===== src/rtl/reaction_time_keeper_pkg.sv =====
// Shared constants for the reaction timer and the display mux.
// FSM encoding, BCD limits and the best-time reset value live here.
package reaction_time_keeper_pkg;

    typedef enum logic [1:0] {
        ST_IDLE = 2'd0,
        ST_RUN  = 2'd1,
        ST_DONE = 2'd2
    } state_e;

    localparam logic [3:0]  BCD_MAX     = 4'd9;
    localparam logic [15:0] BCD_ALL_MAX = 16'h9999;
    localparam logic [15:0] HS_INIT_DEF = 16'h9999;

    // Most significant differing digit decides the order.
    function automatic logic bcd_lt(input logic [15:0] a,
                                    input logic [15:0] b);
        logic lt;
        logic decided;
        lt      = 1'b0;
        decided = 1'b0;
        for (int i = 3; i >= 0; i--) begin
            if (!decided && (a[4*i +: 4] != b[4*i +: 4])) begin
                lt      = a[4*i +: 4] < b[4*i +: 4];
                decided = 1'b1;
            end
        end
        return lt;
    endfunction

endpackage


===== src/rtl/reaction_time_keeper_bcd_digit_counter.sv =====
// One decimal digit of the reaction count.
// Wraps 9->0 with carry out; sat freezes the digit.
module bcd_digit_counter
    import reaction_time_keeper_pkg::*;
(
    input  logic       clk,
    input  logic       rst,
    input  logic       clr,
    input  logic       inc,
    input  logic       sat,
    output logic [3:0] digit,
    output logic       carry
);

    logic [3:0] digit_q;
    logic [3:0] digit_d;

    always_comb begin
        digit_d = digit_q;
        if (clr) begin
            digit_d = 4'd0;
        end else if (inc && !sat) begin
            digit_d = (digit_q >= BCD_MAX) ? 4'd0 : digit_q + 4'd1;
        end
    end

    always_ff @(posedge clk) begin
        if (rst) begin
            digit_q <= 4'd0;
        end else begin
            digit_q <= digit_d;
        end
    end

    assign digit = digit_q;
    assign carry = inc && (digit_q == BCD_MAX);

endmodule


===== src/rtl/reaction_time_keeper.sv =====
// Reaction timer: 4-digit BCD tick counter with a best-time register.
// Feeds current and best digits to the 7-segment display mux.
module reaction_time_keeper
    import reaction_time_keeper_pkg::*;
#(
    parameter logic [15:0] HS_INIT  = HS_INIT_DEF,
    parameter bit          SATURATE = 1'b1
) (
    input  logic       clk,
    input  logic       rst,
    input  logic       tick,
    input  logic       start,
    input  logic       stop,
    input  logic       clear_hs,
    output logic [3:0] BCD3,
    output logic [3:0] BCD2,
    output logic [3:0] BCD1,
    output logic [3:0] BCD0,
    output logic [3:0] HS3,
    output logic [3:0] HS2,
    output logic [3:0] HS1,
    output logic [3:0] HS0,
    output logic       running,
    output logic       new_record,
    output logic       ovf
);

    state_e      state_q, state_d;
    logic [15:0] count;
    logic [15:0] hs_q, hs_d;
    logic        ovf_q, ovf_d;
    logic        running_q;
    logic        nrec_q;
    logic        clr, inc0, rec, sat;
    logic [3:0]  inc;
    logic [3:0]  carry;

    always_comb begin
        state_d = state_q;
        clr     = 1'b0;
        inc0    = 1'b0;
        rec     = 1'b0;
        unique case (state_q)
            ST_RUN: begin
                if (stop) begin
                    state_d = ST_DONE;
                    rec     = !ovf_q && bcd_lt(count, hs_q);
                end else if (start) begin
                    clr = 1'b1;
                end else begin
                    inc0 = tick;
                end
            end
            ST_IDLE, ST_DONE: begin
                if (start) begin
                    state_d = ST_RUN;
                    clr     = 1'b1;
                end
            end
            default: state_d = ST_IDLE;
        endcase
    end

    // Whole counter freezes at 9999 when saturating; otherwise it wraps.
    assign sat = SATURATE && (count == BCD_ALL_MAX);

    // carry[3] fires exactly on a tick taken at 9999.
    always_comb begin
        ovf_d = clr ? 1'b0 : (ovf_q || carry[3]);
        hs_d  = hs_q;
        if (rec) begin
            hs_d = count;
        end else if (clear_hs) begin
            hs_d = HS_INIT;
        end
    end

    assign inc = {carry[2:0], inc0};

    for (genvar g = 0; g < 4; g++) begin : g_dig
        bcd_digit_counter u_dig (
            .clk   (clk),
            .rst   (rst),
            .clr   (clr),
            .inc   (inc[g]),
            .sat   (sat),
            .digit (count[4*g +: 4]),
            .carry (carry[g])
        );
    end

    always_ff @(posedge clk) begin
        if (rst) begin
            state_q   <= ST_IDLE;
            hs_q      <= HS_INIT;
            ovf_q     <= 1'b0;
            running_q <= 1'b0;
            nrec_q    <= 1'b0;
        end else begin
            state_q   <= state_d;
            hs_q      <= hs_d;
            ovf_q     <= ovf_d;
            running_q <= (state_d == ST_RUN);
            nrec_q    <= rec;
        end
    end

    assign {BCD3, BCD2, BCD1, BCD0} = count;
    assign {HS3, HS2, HS1, HS0}     = hs_q;
    assign running    = running_q;
    assign new_record = nrec_q;
    assign ovf        = ovf_q;

endmodule


===== config.mk =====
export PLATFORM = sky130hd
export DESIGN_NAME = reaction_time_keeper
export DESIGN_NICKNAME = d
export VERILOG_FILES = /design/src/rtl/reaction_time_keeper_pkg.sv /design/src/rtl/reaction_time_keeper_bcd_digit_counter.sv /design/src/rtl/reaction_time_keeper.sv
export SDC_FILE = /design/constraint.sdc
export NUM_CORES = 1
export LEC_CHECK = 0
export ABC_CLOCK_PERIOD_IN_PS = 2400
export BUFFER_PORTS_ARGS = -buffer_cell sky130_fd_sc_hd__buf_2
export CORE_MARGIN = 5
export CORE_UTILIZATION = 49
export CTS_CLUSTER_SIZE = 16
export DETAILED_ROUTE_END_ITERATION = 10
export GPL_TIMING_DRIVEN = 0
export HOLD_SLACK_MARGIN = 0.08
export PLACE_DENSITY = 0.75
export SLEW_MARGIN = 15
export SYNTH_ARGS = -nofsm -noshare
export SYNTH_HDL_FRONTEND = slang
export SYNTH_SLANG_ARGS = --single-unit

===== constraint.sdc =====
create_clock -name clk -period 2.4 [get_ports clk]
set_clock_uncertainty 0.1 [all_clocks]
set_input_delay 0.24 -clock clk [delete_from_list [all_inputs] [get_ports clk]]
set_output_delay 0.24 -clock clk [all_outputs]
set_load 0.005 [all_outputs]

* Word level (Yosys, flattened, before mapping)
Cells that the tools add are included.
Storage, ports and cells: flip-flop bits (word level) 37, logic and storage cells 87
Cells by class: add/subtract/negate cells 4, magnitude comparators 8, equal/unequal tests 12, mux-type cells 32, reduce and logical (&&, ||, !) cells 22
Operator list (count):
- $mux 16 | 2
- $mux 1 | 22
- $add 4x1->4 const B | 4
- $eq 16x16->1 const B | 1
- $eq 4x4->1 const B | 4
- $ge 4x4->1 const B | 4
- $lt 4x4->1 | 4
- $mux 4 | 4
- $ne 4x4->1 | 4
- $logic_and 1x1->1 | 12
- $logic_not 1->1 | 5
- $eq 2x1->1 const B | 2
- $mux 2 | 2
- $pmux 2 s2 | 1
- $reduce_or 2->1 | 2
- $eq 2x2->1 const B | 1
- $logic_not 2->1 | 1
- $pmux 1 s2 | 1
- $reduce_bool 2->1 | 1
- $logic_or 1x1->1 | 1

* Depth between registers and ports, before layout
Gate-level depths: netlist of the first run.
depth after elaboration 23, mapped depth 9

* Cells and area by module
A second synthesis of the first run with hierarchy kept.
Second synthesis, totals: cells, all modules 229, area total of the unflattened synthesis 2089.5 µm²
Modules (own cells, without submodules):
- reaction_time_keeper | instances 1, cells an instance 133, area each 1173.6 µm²
- bcd_digit_counter | instances 4, cells an instance 24, area each 229.0 µm²

* Worst setup path after synthesis of the first run
OpenSTA, ideal clock, no wires.
kind register to register, start point reg g_dig[1].u_dig.digit_q[0], end point reg hs_q[11], library setup time 0.142 ns, arrival time 2.111 ns, data required time 2.158 ns, path slack 0.048 ns, stages on the path, launching flop included 10, buffers on the path 1, period minus slack after synthesis 2.352 ns, path through dfxtp_1 -> inv_1 -> ha_1 -> nand2b_1 -> a211oi_1 -> o21bai_1 -> a21o_1 -> a211oi_1 -> buf_2 -> a22oi_1
Between the ends: word-level cells in the longest chain between the ends 14, elaborated cells between the ends (all ways) 17, classes of those cells order compare: 1; eq/ne: 1; mux: 10; reduce/logical: 5
RTL lines:
- start: declaration | RTL line reaction_time_keeper_bcd_digit_counter.sv:15 | logic [3:0] digit_q;
- start signal: assignment | RTL line reaction_time_keeper_bcd_digit_counter.sv:31 | digit_q <= digit_d;
- $ne 4x4->1 | RTL line reaction_time_keeper_pkg.sv:23 | if (!decided && (a[4*i +: 4] != b[4*i +: 4])) begin
- $logic_and 1x1->1 | RTL line reaction_time_keeper_pkg.sv:23
- $mux 1 | RTL line reaction_time_keeper_pkg.sv:23
- $mux 1 | RTL line reaction_time_keeper.sv:45 | if (stop) begin
- $mux 1 | RTL line reaction_time_keeper.sv:43 | unique case (state_q)
- $logic_not 1->1 | RTL line reaction_time_keeper_pkg.sv:23
- $logic_and 1x1->1 | RTL line reaction_time_keeper_pkg.sv:23
- $mux 1 (*) | RTL line reaction_time_keeper_pkg.sv:23
- $mux 1 (*) | RTL line reaction_time_keeper.sv:45
- $mux 1 (*) | RTL line reaction_time_keeper.sv:43
- $logic_and 1x1->1 (*) | RTL line reaction_time_keeper.sv:47 | rec = !ovf_q && bcd_lt(count, hs_q);
- $mux 1 (*) | RTL line reaction_time_keeper.sv:45
- $mux 1 (*) | RTL line reaction_time_keeper.sv:43
- $mux 16 or $reduce_bool 2->1 (tied branches)
- end signal: assignment | RTL line reaction_time_keeper.sv:101 | hs_q <= hs_d;
- end: declaration | RTL line reaction_time_keeper.sv:30 | logic [15:0] hs_q, hs_d;
Every way passes the cells marked *; elsewhere a longest branch is shown, timed or not. The select of a mux whose other input is x is not followed. A chain may end at the register's enable or synchronous reset.

* Worst setup path in the final report of the first run
start point reg g_dig[3].u_dig.digit_q[2], end point reg hs_q[10]
Between the ends: word-level cells in the longest chain between the ends 23, elaborated cells between the ends (all ways) 28, classes of those cells order compare: 1; eq/ne: 1; mux: 18; reduce/logical: 8
RTL lines (RTL line):
- start: declaration | reaction_time_keeper_bcd_digit_counter.sv:15
- start signal: assignment | reaction_time_keeper_bcd_digit_counter.sv:31
- $ne 4x4->1 | reaction_time_keeper_pkg.sv:23
- $mux 1 | reaction_time_keeper_pkg.sv:23
- $mux 1 | reaction_time_keeper.sv:45
- $mux 1 | reaction_time_keeper.sv:43
- $logic_not 1->1 | reaction_time_keeper_pkg.sv:23
- $logic_and 1x1->1 | reaction_time_keeper_pkg.sv:23
- $mux 1 | reaction_time_keeper_pkg.sv:23
- $mux 1 | reaction_time_keeper.sv:45
- [7 not listed]
- $logic_and 1x1->1 | reaction_time_keeper_pkg.sv:23
- $mux 1 (*) | reaction_time_keeper_pkg.sv:23
- $mux 1 (*) | reaction_time_keeper.sv:45
- $mux 1 (*) | reaction_time_keeper.sv:43
- $logic_and 1x1->1 (*) | reaction_time_keeper.sv:47
- $mux 1 (*) | reaction_time_keeper.sv:45
- $mux 1 (*) | reaction_time_keeper.sv:43
- $mux 16 or $reduce_bool 2->1 (tied branches)
Marks and branches as above.

==> results of run 1 <==
-- power by group --
part | switching, mW | leakage [nW] | internal (mW)
sequential | 0.00743 | 0.303 | 0.622
clock | 0.212 | 0.0443 | 0.228
combinational | 0.0495 | 0.742 | 0.0370
total | 0.269 | 1.09 | 0.887
-- routing by layer --
layer  vias up  routed length (um)  global-route usage
li1        894                   -                   -
met1       837                2067              0.2230
met2        58                2368              0.3024
met3        11                 306             0.05270
met4         0                 125             0.07905
met5         -                   0                   0
-- cell families (layout without fill, tap and decap cells) --
group | count (synthesis) | count (layout) | share of synthesized area
adders and majority gates | 28 | 28 | 0.1725
and+or+nand+nor | 76 | 76 | 0.1972
xor gates and xnor gates | 6 | 6 | 0.02588
AOI/OAI and AO/OA | 47 | 47 | 0.1627
muxes | 5 | 5 | 0.02465
DFF | 37 | 37 | 0.3648
buffers and inverters | 28 | 79 | 0.05237
-- worst register-to-register path, delay by kind of cell (launching register included) --
family                     cells  cell delay (ns)
adders and majority gates      1             0.25
DFF                            1             0.43
and+or+nand+nor                2             0.36
buffers and inverters          1             0.18
AOI/OAI and AO/OA              4             0.85
-- registers in the layout, indices dropped and copies added (netlist names) --
signal and count:
running 1, new_record 1, hs_q 16, state_q 2, g_dig.u_dig.digit 16, ovf 1
-- area by class of cell --
cell class                 count  area, um2
tap                           50      62.56
multi-input combinational    162       1259
clock buffer                   7      86.33
timing repair buffer          44      230.2
buffer                         3      28.78
inverter                      25      93.84
fill                         331       1489
sequential                    37      750.7
-- per-stage QoR --
stage / total power, mW / setup TNS, ns
2_1_floorplan: 0.6896 / 0
3_3_place_gp: 0.7195 / -3.573
3_5_place_dp: 0.7208 / -3.854
4_1_cts: 1.165 / 0
5_1_grt: 1.209 / -0.001102
6_report: 1.156 / 0
-- timing repair --
item / in CTS / in global routing
endpoints found under the setup margin: 16 / 28
pin swaps: 2 / 3
buffers inserted: 2 / 2
gates cloned: 0 / 0
resized for setup: 13 / 12
-- cells in the final DEF, fill, tap and decap left out, drive strengths merged --
cell type   n
a2111oi     1
a211oi      4
a21o        2
a21oi      15
a22o        8
a22oi       4
a31o        1
a31oi       1
a41oi       2
and2        1
and3b       1
buf        45
clkbuf      9
dfxtp      37
ha         28
inv        25
mux2i       5
nand2      17
nand2b      3
nand3       4
nand3b      4
nand4       5
nand4b      1
nor2       29
nor2b       1
nor3        6
nor4b       2
o211ai      1
o21ai       6
o21bai      1
o221a       1
or3b        1
or4b        1
xnor2       3
xor2        3
-- path summary, 6_finish.rpt --
path	startpoint	end	slack [ns]
worst max-delay path	g_dig[3].u_dig.digit[2]	hs_q[10]	0.11
worst min-delay path	tick	ovf	0.19
worst max register to register	g_dig[3].u_dig.digit[2]	hs_q[10]	0.11
worst min register to register	hs_q[3]	hs_q[3]	0.39
==> results.json, run 1 <==
{
  "power_density_mw_per_mm2": 460.3,
  "final.min_clock_period_ns": 2.288,
  "cts_tree": "built",
  "setup_ws_ns": 0.1124,
  "synthesis.nets": 261,
  "cp_data_required_time_ns": 2.48,
  "start_util": 0.5077,
  "wirelength_mm": 4.867,
  "core-area_mm2": 0.004000,
  "critPathArrivalTime_ns": 2.37,
  "status": "finished clean",
  "critPathMaxFanout": 10,
  "die_h_um": 74.38,
  "hold_viol": 0,
  "clkSinkCount": 37,
  "async_reset_ff_frac": 0,
  "yosysWarnings": 0,
  "clk_pin_slew_ns": 0.07,
  "hpwl_mm": 3.494,
  "crit_cells": 8,
  "root_buffer": "clkbuf_8",
  "crit_type": "reg -> reg",
  "yosysSeqAreaShare": 0.3648,
  "holdBufCountCts": 0,
  "synth_top_area_frac": 0.3648,
  "cts-htree-levels": 2,
  "hold_slack_ns": 0.1856,
  "grt_max_degree": 11,
  "yosys-top-cells-area": "dfxtp_1 36%, ha_1 17%, nor2_1 5.4%",
  "fin_util": 0.6278,
  "ys.flop_type": "dfxtp_1",
  "dieArea_mm2": 0.005532,
  "yosysTopAreaCell": "dfxtp_1",
  "cpMaxStageDelayCell": "dfxtp_2",
  "syn_inst": 227,
  "placed_cells": 317,
  "synth_area_mm2": 0.002031,
  "portBuffers": 40,
  "min_path_cells": 3,
  "synth_area_per_cell_um2": 8.946,
  "worstSetupStartpointType": "register",
  "hold_path_class": "in -> reg",
  "ys_ff_latch": 37,
  "path_delay_family": "compound AO/OA/AOI/OAI gates",
  "fp-row-count": 23,
  "synth_common_cells": "37 x dfxtp_1, 29 x nor2_1, 28 x ha_1, 25 x inv_1, 16 x nand2_1",
  "viasPerCell": 5.488,
  "finalCritPeriodShare": 0.9532,
  "timing.max_cap.violations": 0,
  "antenna_found_initial": 0,
  "drc": 0,
  "synth_most_common_cell": "dfxtp_1",
  "area_growth_syn_to_layout_pct": 23.66,
  "setup_viol": 0,
  "finalInstanceArea_mm2": 0.002511,
  "grt_first_pass_wirelength_mm": 7.645,
  "fin_cells": 328,
  "pin_count": 41,
  "worstSkewPairLatency_ns": 0.29,
  "r2r_cells": 8,
  "worst_pin_slew_ns": 0.5330,
  "cts_buffers": 5,
  "ys_types": 39,
  "end_kind": "register",
  "pre_cts_slack_ns": -0.3886,
  "drive_above_1_share": 0.2662,
  "globalRouteOverflowTotal": 0,
  "num_vias": 1800,
  "first_global_vias": 1647,
  "first_iter_violations": 96,
  "clock_path_buffers": 2,
  "placed_cell_area_mm2": 0.002293,
  "cp_cell_sequence": "ha_4 > and3b_1 > a2111oi_4 > o21ai_2 > and2_1 > a31o_2 > clkbuf_8 > a22o_1",
  "cp_num_buf_inv": 1,
  "maxSlewViolCount": 0,
  "grt_usage": 0.1836,
  "p_leak_nw": 1.089,
  "drt_first_pass_iters": 4,
  "num_antenna_cells": 0,
  "fmax_mhz": 437.1,
  "critical_path.max_stage_delay_ns": 0.43,
  "ant_nets": 0,
  "max-slew-margin-rel": 0.6447,
  "wl_per_cell_um": 14.84,
  "die_x_um": 74.38,
  "fin_nets": 312,
  "ir_worst_vdd_mv": 0.3096,
  "gp_congestion": 0.8240,
  "synth_edf_count": 0
}
(Power assumes the default switching activity.)
==> inputs of run 2 (changes only) <==
--- a/config.mk
+++ b/config.mk
@@ -14,6 +14,7 @@
 export GPL_TIMING_DRIVEN = 0
 export HOLD_SLACK_MARGIN = 0.08
 export PLACE_DENSITY = 0.75
+export REMOVE_ABC_BUFFERS = 1
 export SLEW_MARGIN = 15
 export SYNTH_ARGS = -nofsm -noshare
 export SYNTH_HDL_FRONTEND = slang
==> run 2 against run 1 <==
Compared with the run above: worst hold slack got worse by 0.0057 ns; sequential share of layout area rose by 0.30 points; via count down 2.0%; total power is 1.9% lower; clock power decreased by 4%; cell count is 0.61% lower; count of clock-buffer cells in the layout increased by 1; non-clock buffer count shrank 3; first-iteration DRC count rose by 30%; global-route usage shrank 0.47 points; core utilization down 0.72 points; highest routed layer unchanged; critical path type unchanged; critical path depth is 1 higher.
==> results.json, run 2 (synthesized netlist as in run 1, its figures left out) <==
{
  "status": "finished clean",
  "drt_first_pass_iters": 4,
  "first_iter_violations": 125,
  "power.switching_mw": 0.2699,
  "fp-row-count": 23,
  "antenna_found_initial": 0,
  "cts-htree-levels": 2,
  "critPathArrivalTime_ns": 2.35,
  "wirelength_mm": 4.660,
  "num_antenna_cells": 0,
  "fillers": 342,
  "seq_area_um2": 749.5,
  "highest_layer": "met4",
  "grt_first_pass_wirelength_mm": 7.603,
  "power_density_mw_per_mm2": 456.8,
  "worstSetupStartpointType": "register",
  "hold_path_class": "in -> reg",
  "pwr-share-clk": 0.371,
  "root_buffer": "clkbuf_8",
  "holdBufCountCts": 0,
  "fin_tns_setup_ns": 0,
  "core-area_mm2": 0.004000,
  "finalPower_mw": 1.134,
  "die_x_um": 74.38,
  "end_kind": "register",
  "globalRouteOverflowTotal": 0,
  "die_h_um": 74.38,
  "start_util": 0.5077,
  "cts_tree": "built",
  "layout_common_cells": "40 x buf_2, 32 x dfxtp_1, 29 x nor2_1",
  "fmax_mhz": 439.6,
  "grt_max_degree": 16,
  "final_common_cell": "buf_2",
  "max-slew-margin-rel": 0.6527,
  "pwr-share-comb": 0.074,
  "maxSlewViolCount": 0,
  "drive_above_1_share": 0.2500,
  "rsz0062_at_grt": "no",
  "cts_buffers": 5,
  "worstSkewPairLatency_ns": 0.29,
  "worst_pin_slew_ns": 0.5210,
  "p_int_mw": 0.8641,
  "drc": 0,
  "clkSinkCount": 37,
  "area_growth_syn_to_layout_pct": 22.24,
  "wl_met2_mm": 2.164,
  "met3_length_um": 245,
  "clock_path_buffers": 2,
  "crit_type": "reg -> reg",
  "timing.max_cap.violations": 0,
  "p_leak_nw": 1.073,
  "final.min_clock_period_ns": 2.275,
  "pin_count": 41,
  "wl_per_cell_um": 14.29,
  "finalCritPeriodShare": 0.9479,
  "ir_worst_vdd_mv": 0.2304,
  "num_vias": 1764,
  "met1Wirelength_mm": 2.147,
  "dieArea_mm2": 0.005532,
  "ant_nets": 0,
  "seqPwrFrac": 0.555,
  "multi_input_area_mm2": 0.001262,
  "cp_data_required_time_ns": 2.47,
  "critPathMaxFanout": 7,
  "clk_pin_slew_ns": 0.07,
  "grt_usage": 0.1789,
  "gp_congestion": 0.8468,
  "fin_nets": 309,
  "portBuffers": 40,
  "first_global_vias": 1653,
  "swShare": 0.2380,
  "viasPerCell": 5.411,
  "hpwl_mm": 3.366,
  "fin_util": 0.6206,
  "hold_viol": 0,
  "setup_viol": 0
}
## run 2: cell types whose count changed in the layout (fill, tap and decap cells not counted), sizes merged
cell,previous run,this run
clkbuf,9,8
buf,45,44
## run 2: what timing repair did
action	CTS	global route
setup endpoints to repair	22	27
resized for setup	11	9
cloned	0	1
buffers inserted	1	1
pin swaps	3	3
## run 2: layer usage
layer	vias up	global-route usage
li1	887	-
met1	826	0.2294
met2	40	0.2849
met3	11	0.04595
met4	0	0.07510
met5	-	0
## run 2: worst paths after layout
path	from	end	slack, ns	depth (start not counted)
worst max register to register	g_dig[1].u_dig.digit[0]	hs_q[7]	0.12	9
worst min-delay path	tick	ovf	0.18	3
worst max-delay path	g_dig[1].u_dig.digit[0]	hs_q[7]	0.12	9
worst min register to register	hs_q[3]	hs_q[3]	0.38	2
## run 2: area by class of cell
class / instances / area share
inverter: 25 / 0.03780
tap: 50 / 0.02520
multi-input combinational: 162 / 0.5086
clock buffer: 8 / 0.03226
timing repair buffer: 44 / 0.09425
sequential: 37 / 0.3019
## run 2: power groups by stage
stage	clock (mW)	combinational (mW)	sequential [mW]
finish	0.421	0.0836	0.630
global route	0.452	0.0929	0.631
CTS	0.431	0.0791	0.630
global placement	0	0.0715	0.645
detailed placement	0	0.0748	0.645
floorplan	0	0.0419	0.645
## run 2: per-stage QoR
stage | instances | instance area (um2) | hold WS [ns] | setup WS (ns)
floorplan | 224 | 2018 | 0.2091 | -0.2983
global placement | 314 | 2281 | 0.3724 | -1.039
detailed placement | 315 | 2293 | 0.3723 | -0.1472
CTS | 324 | 2412 | 0.1479 | 0.009774
global route | 326 | 2482 | 0.1792 | 0.007414
finish | 326 | 2482 | 0.1799 | 0.1250
## run 2: worst max-delay path, stage by stage, from the launching register on
cell and delay, ns:
dfxtp_4 0.39, inv_1 0.07, ha_1 0.31, nand2b_1 0.16, a211oi_2 0.21, o21bai_1 0.08, a21o_1 0.22, a211oi_4 0.34
buf_4 0.20, a22oi_1 0.08
==> inputs of run 3 (changes only) <==
--- a/config.mk
+++ b/config.mk
@@ -5,15 +5,15 @@
 export SDC_FILE = /design/constraint.sdc
 export NUM_CORES = 1
 export LEC_CHECK = 0
-export ABC_CLOCK_PERIOD_IN_PS = 2400
+export ABC_CLOCK_PERIOD_IN_PS = 2300
 export BUFFER_PORTS_ARGS = -buffer_cell sky130_fd_sc_hd__buf_2
 export CORE_MARGIN = 5
-export CORE_UTILIZATION = 49
+export CORE_UTILIZATION = 54
 export CTS_CLUSTER_SIZE = 16
 export DETAILED_ROUTE_END_ITERATION = 10
 export GPL_TIMING_DRIVEN = 0
 export HOLD_SLACK_MARGIN = 0.08
-export PLACE_DENSITY = 0.75
+export PLACE_DENSITY = 0.79
 export REMOVE_ABC_BUFFERS = 1
 export SLEW_MARGIN = 15
 export SYNTH_ARGS = -nofsm -noshare
==> constraint.sdc (replaced) <==
create_clock -name clk -period 2.3 [get_ports clk]
set_clock_uncertainty 0.1 [all_clocks]
set_input_delay 0.23 -clock clk [delete_from_list [all_inputs] [get_ports clk]]
set_output_delay 0.23 -clock clk [all_outputs]
set_load 0.005 [all_outputs]
==> run 3 against run 2 <==
Compared with the run above: sequential share of layout area down 0.34 points; combinational power up 4.3%; register-to-register slack got worse by 0.04 ns; total power grew 3.7%; worst hold slack got worse by 0.015 ns; non-clock buffer count rose by 2; clock power grew 3%; via count grew 0.68%; first-iteration DRC count is 32% lower; critical endpoint is now hs_q[3].
==> results.json, run 3 (synthesized netlist as in run 1, its figures left out) <==
{
  "grt_first_pass_wirelength_mm": 7.320,
  "end_kind": "register",
  "grt_usage": 0.1774,
  "finalCritPeriodShare": 0.9619,
  "maxSlewViolCount": 0,
  "final_common_cell": "buf_2",
  "crit_end": "hs_q[3]",
  "worstSkewPairLatency_ns": 0.29,
  "worstReg2RegStart": "g_dig[3].u_dig.digit[1]",
  "clkSinkCount": 37,
  "worstSetupStartpointType": "register",
  "cts_tree": "built",
  "fin_tns_setup_ns": 0,
  "die_h_um": 71.33,
  "drive_above_1_share": 0.2554,
  "area_growth_syn_to_layout_pct": 23.41,
  "r2r_end": "hs_q[3]",
  "fin_cells": 326,
  "timing.max_cap.violations": 0,
  "placed_cell_area_mm2": 0.002291,
  "dieArea_mm2": 0.005087,
  "clk_pin_slew_ns": 0.07,
  "globalRouteOverflowTotal": 0,
  "first_iter_violations": 85,
  "pin_count": 41,
  "wl_per_cell_um": 13.84,
  "ir_worst_vdd_mv": 0.3368,
  "core-area_mm2": 0.003661,
  "wirelength_mm": 4.511,
  "multi_input_area_mm2": 0.001275,
  "cp_data_required_time_ns": 2.37,
  "critPathMaxFanout": 10,
  "cts_buffers": 5,
  "die_x_um": 71.33,
  "fillers": 307,
  "final.min_clock_period_ns": 2.212,
  "cts-htree-levels": 2,
  "cpMaxStageDelayCell": "dfxtp_1",
  "hold_path_class": "in -> reg",
  "hold_slack_ns": 0.1649,
  "start_util": 0.5547,
  "fin_nets": 311,
  "r2r_cells": 8,
  "num_antenna_cells": 0,
  "drc": 0,
  "seq_area_um2": 748.2,
  "setup_viol": 0,
  "status": "finished clean",
  "cp_cell_sequence": "ha_1 > and3b_1 > a2111oi_4 > o21ai_2 > buf_4 > a211oi_4 > buf_6 > a22oi_1",
  "fp-row-count": 22,
  "critPathArrivalTime_ns": 2.28,
  "placed_cells": 313,
  "critical_path.max_stage_delay_ns": 0.44,
  "max-slew-margin-rel": 0.6252,
  "p_leak_nw": 1.079,
  "first_global_vias": 1693,
  "worst_pin_slew_ns": 0.5622,
  "grt_max_degree": 16,
  "hpwl_mm": 3.253,
  "fmax_mhz": 452.0,
  "gp_congestion": 0.7741,
  "finalPower_mw": 1.177,
  "hold_viol": 0,
  "layout_common_cells": "40 x buf_2, 33 x dfxtp_1, 29 x nor2_1",
  "root_buffer": "clkbuf_8",
  "portBuffers": 40,
  "regToRegSetupSlack_ns": 0.09,
  "crit_type": "reg -> reg",
  "num_vias": 1776,
  "power_density_mw_per_mm2": 469.4,
  "clock_path_buffers": 2,
  "drt_first_pass_iters": 4,
  "antenna_found_initial": 0,
  "ant_nets": 0,
  "crit_path_start": "g_dig[3].u_dig.digit[1]",
  "viasPerCell": 5.448,
  "finalInstanceArea_mm2": 0.002506
}
==> run 3: cell count changes in the layout (fill, tap and decap cells not counted), sizes merged <==
cell  delta
buf      +2
==> run 3: per-stage QoR <==
step	setup slack [ns]	utilization
CTS	0.005031	0.6630
detailed placement	-0.2009	0.6258
global placement	-1.042	0.6224
floorplan	-0.3983	-
global route	-0.004507	0.6846
finish	0.08767	0.6846
==> run 3: worst max-delay path: cells and delay by family (launching register included) <==
kind | cells | cell delay, ns
adders and majority gates | 1 | 0.28
DFF | 1 | 0.44
AOI/OAI and AO/OA | 4 | 0.75
and+or+nand+nor | 1 | 0.20
buffers and inverters | 2 | 0.34
==> run 3: metal layers <==
metal  global-route usage  vias to the layer above  part of all wire
met4              0.07724                        0             0.011
met3              0.03647                        5             0.048
met1               0.2076                      840              0.45
li1                     -                      897                 -
met5                    0                        -                 0
met2               0.3112                       34              0.49
==> run 3: worst min path at each step <==
stage / to / depth (start not counted) / startpoint / slack (ns)
floorplan: state_q[1] / 1 / rst / 0.20
global placement: hs_q[3] / 2 / hs_q[3] / 0.38
detailed placement: hs_q[7] / 2 / hs_q[7] / 0.38
CTS: ovf / 3 / tick / 0.15
global route: ovf / 3 / tick / 0.19
finish: ovf / 3 / tick / 0.16
==> run 3: area by class of cell <==
cell class,count,area share
clock buffers,8,0.03195
flip-flops and latches,37,0.2986
repair buffers,46,0.09935
well taps,48,0.02396
multi-input cells,162,0.5087
inverters,25,0.03744
==> run 3: power breakdown <==
part | leakage [nW] | internal, mW | total (mW) | switching [mW]
combinational | 0.738 | 0.0374 | 0.0872 | 0.0498
sequential | 0.302 | 0.650 | 0.657 | 0.00749
clock | 0.0395 | 0.215 | 0.432 | 0.217
==> run 3: timing repair <==
| action | in CTS | in global routing |
|---|---|---|
| resized for setup | 10 | 10 |
| endpoints found under the hold margin | 0 | 0 |
| setup buffers | 4 | 1 |
| hold buffers | 0 | 0 |
| setup endpoints to repair | 23 | 23 |
| pin swaps | 3 | 1 |
